File: src/rtl/tl_initiator.sv
// TileLink-UL/UH initiator: turns one command plus its write-data stream into
// A-channel beats and forwards the matching D-channel beats as responses.
module tl_initiator #(
    parameter int TL_RS     = 4,
    parameter int TL_AW     = 16,
    parameter int SOURCE_ID = 0,
    parameter int MAX_SIZE  = 6
) (
    input  logic             tlm_clock_i,
    input  logic             tlm_reset_i,

    input  logic             cmd_valid,
    output logic             cmd_ready,
    input  logic [2:0]       cmd_opcode,
    input  logic [2:0]       cmd_param,
    input  logic [3:0]       cmd_size,
    input  logic [TL_AW-1:0] cmd_address,

    input  logic             wd_valid,
    output logic             wd_ready,
    input  logic [31:0]      wd_data,
    input  logic [3:0]       wd_mask,

    output logic             rsp_valid,
    input  logic             rsp_ready,
    output logic [31:0]      rsp_data,
    output logic             rsp_last,
    output logic             rsp_error,

    output logic             busy,
    output logic             stray_o,

    output logic [2:0]       tlm_a_opcode,
    output logic [2:0]       tlm_a_param,
    output logic [3:0]       tlm_a_size,
    output logic [TL_RS-1:0] tlm_a_source,
    output logic [TL_AW-1:0] tlm_a_address,
    output logic [3:0]       tlm_a_mask,
    output logic [31:0]      tlm_a_data,
    output logic             tlm_a_corrupt,
    output logic             tlm_a_valid,
    input  logic             tlm_a_ready,

    input  logic [2:0]       tlm_d_opcode,
    input  logic [1:0]       tlm_d_param,
    input  logic [3:0]       tlm_d_size,
    input  logic [TL_RS-1:0] tlm_d_source,
    input  logic             tlm_d_denied,
    input  logic [31:0]      tlm_d_data,
    input  logic             tlm_d_corrupt,
    input  logic             tlm_d_valid,
    output logic             tlm_d_ready
);

    // Wide enough to hold the beat count of the largest legal burst.
    localparam int CNT_W = (MAX_SIZE > 6) ? MAX_SIZE - 1 : 5;
    localparam logic [3:0]       MAX_SIZE_L = 4'(MAX_SIZE);
    localparam logic [TL_RS-1:0] SRC_ID     = TL_RS'(SOURCE_ID);

    localparam logic [2:0] OP_PUT_PARTIAL    = 3'd1;
    localparam logic [2:0] OP_GET            = 3'd4;
    localparam logic [2:0] D_ACCESS_ACK      = 3'd0;
    localparam logic [2:0] D_ACCESS_ACK_DATA = 3'd1;

    typedef enum logic [1:0] {
        IDLE,
        A_SEND,
        A_DONE_D_WAIT,
        ERR_RSP
    } state_e;

    state_e             state_q, state_d;
    logic [2:0]         opcode_q, opcode_d;
    logic [2:0]         param_q, param_d;
    logic [3:0]         size_q, size_d;
    logic [TL_AW-1:0]   addr_q, addr_d;
    logic [CNT_W-1:0]   a_cnt_q, a_cnt_d;
    logic [CNT_W-1:0]   d_cnt_q, d_cnt_d;
    logic               stray_q, stray_d;

    logic               misaligned;
    logic               cmd_illegal;
    logic               cmd_is_put;
    logic [CNT_W-1:0]   cmd_beats;
    logic [3:0]         size_mask;
    logic               is_put;
    logic [2:0]         d_opcode_exp;
    logic               a_fire;

    // D fields carried by the protocol but not needed by this bridge.
    logic               unused_d_fields;
    assign unused_d_fields = ^{tlm_d_param, tlm_d_size};

    always_comb begin
        unique case (cmd_size)
            4'd0:    misaligned = 1'b0;
            4'd1:    misaligned = cmd_address[0];
            default: misaligned = |cmd_address[1:0];
        endcase
        cmd_illegal = (cmd_opcode > OP_GET) || (cmd_size > MAX_SIZE_L) || misaligned;
        cmd_is_put  = (cmd_opcode[2:1] == 2'b00);
        if (cmd_size <= 4'd2) begin
            cmd_beats = CNT_W'(1);
        end else begin
            cmd_beats = CNT_W'(1) << (cmd_size - 4'd2);
        end
    end

    always_comb begin
        unique case (size_q)
            4'd0:    size_mask = 4'b0001 << addr_q[1:0];
            4'd1:    size_mask = addr_q[1] ? 4'b1100 : 4'b0011;
            default: size_mask = 4'b1111;
        endcase
        is_put       = (opcode_q[2:1] == 2'b00);
        d_opcode_exp = is_put ? D_ACCESS_ACK : D_ACCESS_ACK_DATA;
    end

    assign tlm_a_opcode  = opcode_q;
    assign tlm_a_param   = param_q;
    assign tlm_a_size    = size_q;
    assign tlm_a_source  = SRC_ID;
    assign tlm_a_address = addr_q;
    assign tlm_a_corrupt = 1'b0;
    assign busy          = (state_q != IDLE);
    assign stray_o       = stray_q;

    // NOTE: every output and next-state value gets a default first so no path
    // through the case statement can leave a latch behind.
    always_comb begin
        state_d     = state_q;
        opcode_d    = opcode_q;
        param_d     = param_q;
        size_d      = size_q;
        addr_d      = addr_q;
        a_cnt_d     = a_cnt_q;
        d_cnt_d     = d_cnt_q;
        stray_d     = 1'b0;
        cmd_ready   = 1'b0;
        wd_ready    = 1'b0;
        tlm_a_valid = 1'b0;
        tlm_a_data  = '0;
        tlm_a_mask  = '0;
        tlm_d_ready = 1'b0;
        rsp_valid   = 1'b0;
        rsp_data    = '0;
        rsp_last    = 1'b0;
        rsp_error   = 1'b0;
        a_fire      = 1'b0;

        unique case (state_q)
            IDLE: begin
                cmd_ready   = 1'b1;
                tlm_d_ready = 1'b1;
                stray_d     = tlm_d_valid;
                if (cmd_valid) begin
                    opcode_d = cmd_opcode;
                    param_d  = cmd_param;
                    size_d   = cmd_size;
                    addr_d   = cmd_address;
                    if (cmd_illegal) begin
                        a_cnt_d = '0;
                        d_cnt_d = '0;
                        state_d = ERR_RSP;
                    end else begin
                        a_cnt_d = (cmd_opcode == OP_GET) ? CNT_W'(1) : cmd_beats;
                        d_cnt_d = cmd_is_put ? CNT_W'(1) : cmd_beats;
                        state_d = A_SEND;
                    end
                end
            end

            A_SEND, A_DONE_D_WAIT: begin
                if (state_q == A_SEND) begin
                    if (opcode_q == OP_GET) begin
                        tlm_a_valid = 1'b1;
                        tlm_a_mask  = size_mask;
                    end else begin
                        tlm_a_valid = wd_valid;
                        wd_ready    = tlm_a_ready;
                        tlm_a_data  = wd_data;
                        tlm_a_mask  = (opcode_q == OP_PUT_PARTIAL) ? (wd_mask & size_mask)
                                                                    : size_mask;
                    end
                    a_fire = tlm_a_valid && tlm_a_ready;
                    if (a_fire) begin
                        a_cnt_d = a_cnt_q - CNT_W'(1);
                    end
                end

                // Responses may overtake the request stream; beats beyond the
                // expected count are swallowed and flagged as stray.
                if (d_cnt_q != '0) begin
                    tlm_d_ready = rsp_ready;
                    rsp_valid   = tlm_d_valid;
                    rsp_data    = tlm_d_data;
                    rsp_last    = (d_cnt_q == CNT_W'(1));
                    rsp_error   = tlm_d_denied || tlm_d_corrupt ||
                                  (tlm_d_source != SRC_ID) || (tlm_d_opcode != d_opcode_exp);
                    if (tlm_d_valid && rsp_ready) begin
                        d_cnt_d = d_cnt_q - CNT_W'(1);
                    end
                end else begin
                    tlm_d_ready = 1'b1;
                    stray_d     = tlm_d_valid;
                end

                if (a_cnt_d == '0 && d_cnt_d == '0) begin
                    state_d = IDLE;
                end else if (a_cnt_d == '0) begin
                    state_d = A_DONE_D_WAIT;
                end
            end

            ERR_RSP: begin
                rsp_valid   = 1'b1;
                rsp_error   = 1'b1;
                rsp_last    = 1'b1;
                tlm_d_ready = 1'b1;
                stray_d     = tlm_d_valid;
                if (rsp_ready) begin
                    state_d = IDLE;
                end
            end

            default: state_d = IDLE;
        endcase
    end

    // NOTE: only control state is reset; the command fields are qualified by
    // the state and are always rewritten before use.
    always_ff @(posedge tlm_clock_i) begin
        if (tlm_reset_i) begin
            state_q <= IDLE;
            a_cnt_q <= '0;
            d_cnt_q <= '0;
            stray_q <= 1'b0;
        end else begin
            state_q <= state_d;
            a_cnt_q <= a_cnt_d;
            d_cnt_q <= d_cnt_d;
            stray_q <= stray_d;
        end
    end

    always_ff @(posedge tlm_clock_i) begin
        opcode_q <= opcode_d;
        param_q  <= param_d;
        size_q   <= size_d;
        addr_q   <= addr_d;
    end

endmodule

File: config.mk
export PLATFORM = sky130hd
export DESIGN_NAME = tl_initiator
export DESIGN_NICKNAME = d
export VERILOG_FILES = /design/src/rtl/tl_initiator.sv
export SDC_FILE = /design/constraint.sdc
export NUM_CORES = 1
export LEC_CHECK = 0
export ABC_AREA = 0
export CAP_MARGIN = 20
export CORE_UTILIZATION = 34
export CTS_BUF_LIST = sky130_fd_sc_hd__clkbuf_4 sky130_fd_sc_hd__clkbuf_8
export CTS_CLUSTER_SIZE = 8
export DETAILED_ROUTE_END_ITERATION = 12
export PLACE_DENSITY_LB_ADDON = 0.3
export SYNTH_ARGS = -nofsm -noshare
export SYNTH_HDL_FRONTEND = slang
export SYNTH_SLANG_ARGS = --single-unit
export TNS_END_PERCENT = 1
File: constraint.sdc
create_clock -name tlm_clock_i -period 3.5 [get_ports tlm_clock_i]
set_clock_uncertainty 0.1 [all_clocks]
set_input_delay 1.05 -clock tlm_clock_i [delete_from_list [all_inputs] [get_ports tlm_clock_i]]
set_output_delay 1.05 -clock tlm_clock_i [all_outputs]
set_load 0.05 [all_outputs]
==> results.md <==
* Outcome: finished, final reports clean
* WL per Instance at 16.9 um
* Hold Slack at between 0.4 and 0.5 ns
* Synth area leader: edfxtp_1
* Pre-CTS setup slack at -0.0656 ns
* Setup crit start kind: input pin
* Critical path peak fanout at 1
* Die outline area at 8300 sq um
* Max_cap viols at 0
* Fraction of registers with async set/reset at 0
* Crit path launch: tlm_d_opcode[0]
* Starting Density at 0.351
* Initial antenna violation count at 0
* Site Rows at 32
* CP required at 2.35 ns
* Crit share post-route at 0.961
* Drt total wl at 10300 um
* Crit path to: rsp_error
* Port Buf Inserts at 212
* Max-slew violation count at 0
* Fillcell total at 514
* Largest net degree at the start of global routing at 34
* Slew HR at 0.620
* Reg-to-reg endpoint: a_cnt_q[2]
* Drc violations at 0
* Count leader, synth: and2_1
* Synth top area share at 0.289
* Post-synth EDFFs at 26
* Vias at 3047
* Placed insts at 600
* Fin cells at 608
* Main synth FF type: edfxtp_1
* WP data arrival at 2.21 ns
* P&R area growth vs syn at 113%
* VDD IR max at 0.000362 V
* GRT Resource Usage Total at 0.244
* TritonCTS clock tree: yes
* Worst Hold Class: flip-flop to flip-flop
* Commonest cells post-synth: and2_1 (68), edfxtp_1 (26), nor2_1 (22)
* Hold_buf cts at 0
* Synth warn at 0
* Clk_lat worst skew at around 0.3 ns
* Fin. Hold Viols at 0
* Yosys reg bits at 39
* H-tree Lvls at 2
* PnR Total Power at 3.75 mW
* Mapped Avg Cell Area at 9.15 sq um
* GPL Wtd Cong at 0.885
* Number of global-route vias before repair at about 3000
* Final setup fails at 0
* Worst setup EP type: output pin
* Core area at around 7700 sq um
* Total CTS buffers at 5
* Register-to-Register Path Depth at 9
* Post-DP HPWL at 8640 um
* Tmin final at 3.36 ns
* DRC violation total after the first TritonRoute iteration at 104
* Post-DRT Antenna Nets at 0
* Kind of critical path: input pin to output pin
* Worst slew pin tran at 0.568 ns
* Post-Syn Instances at roughly 300
* Reg clk slew, reported paths at ~0.070 ns
* PD cells at 654 nW/um^2
* R2r startpoint: state_q[1]
* DR vias/cell at between 5 and 6
* Clock Path Buffers at 2
* Clock root buffer: clkbuf_8
* Distinct cells, synth at 59
* CTS Sinks at 39
* Synth Cell Area at 2700 sq um
* Leak pwr at approximately 2.3 nW
* # nets final at 630
* Post-CTS Setup Bufs at 0
* Unrepaired setup endpoints after global routing: false
* Max Fclk at 297 MHz
* Total congestion overflow at 0
* Layout cells sized above 1 at 0.202
* Pre-Repair DR Iteration Count at 4
* Global-route wire length before repair at 15800 um
* Antenna Cells at 0
* Post-layout worst setup margin at 0.135 ns
* Ports at between 200 and 250
* Die Wd at between 90 and 100 um
* R2R setup slack at 1.01 ns
* Sequential fraction of the synthesis area at 0.386
* Most area-consuming cells after synthesis: edfxtp_1 (29%), and2_1 (16%), dfxtp_1 (9.6%)
* Die Ht at 91.1 um
## repair_timing
item	in CTS	in global routing
endpoints found under the setup margin	16	2
pin swaps	0	5
resized for setup	3	8
## worst min path at each step
stage               startpoint         end  slack (ns)  cells past startpoint
global route        d_cnt_q[4]  d_cnt_q[4]        0.44                      2
CTS                 a_cnt_q[4]  a_cnt_q[4]        0.41                      2
floorplan           a_cnt_q[4]  a_cnt_q[4]        0.37                      2
finish              a_cnt_q[4]  a_cnt_q[4]        0.42                      2
global placement    a_cnt_q[4]  a_cnt_q[4]        0.38                      2
detailed placement  a_cnt_q[4]  a_cnt_q[4]        0.40                      2
## registers in the layout, summed over array words and instances, names as in the netlist
register	cells
tlm_a_param	3
stray_o	1
a_cnt_q	5
d_cnt_q	5
state_q	2
tlm_a_address	16
tlm_a_opcode	3
tlm_a_size	4
## where the power goes
group / switching [mW] / internal [mW] / total [mW]
registers: 0.0648 / 0.613 / 0.678
logic: 1.61 / 1.17 / 2.77
clock network: 0.161 / 0.139 / 0.300
total: 1.83 / 1.92 / 3.75
## through the flow
step	area, sq um	util	TNS [ns]
after floorplan	2710	-	-0.661
after global placement	5610	0.730	0
after detailed placement	5610	0.730	-0.0656
after CTS	5710	0.743	-0.0137
final	5740	0.747	0
after global routing	5740	0.747	0
## worst max-delay path, stage by stage
cell	delay, ns
clkdlybuf4s50_1	0.47
xor2_1	0.17
nand3_1	0.11
a21oi_1	0.14
nor2_1	0.08
clkbuf_16	0.19
## per-layer routing
metal,global-route usage,part of all wire,vias to the layer above,wire length [um]
met5,0,0,-,0
met4,0.0979,0.029,0,299
met3,0.0578,0.068,22,697
met2,0.482,0.56,136,5810
met1,0.242,0.34,1433,3480
li1,-,-,1456,-
## cells in the final DEF (no fill, tap or decap), drive strengths merged, types with 6 or more instances in the layout
master,instances
ha,9
edfxtp,26
clkbuf,6
nor2,22
nor3,6
and2,68
o21ai,6
buf,80
dlymetal6s2s,6
a21oi,12
inv,12
nand2,10
nor4,6
nand3,6
clkdlybuf4s50,132
dfxtp,13
## area by class of cell
type                    count  area, sq um  share of cell area
clock inverters             3         20.0             0.00349
inverters                  12         45.0             0.00785
multi-input cells         228         1530               0.266
clock buffers               5         68.8              0.0120
flip-flops and latches     39         1040               0.181
well taps                 102          128              0.0222
repair buffers            219         2910               0.507
## logic make-up after synthesis
kind of cell,count (synthesis),share of synthesized area
simple gates,147,0.318
xor+xnor,3,0.00974
other cells,1,0.00139
fa+ha+maj,10,0.0454
mux,5,0.0190
buf+inv,32,0.0612
compound gates,58,0.159
flops,39,0.386
(Power assumes the default switching activity.)
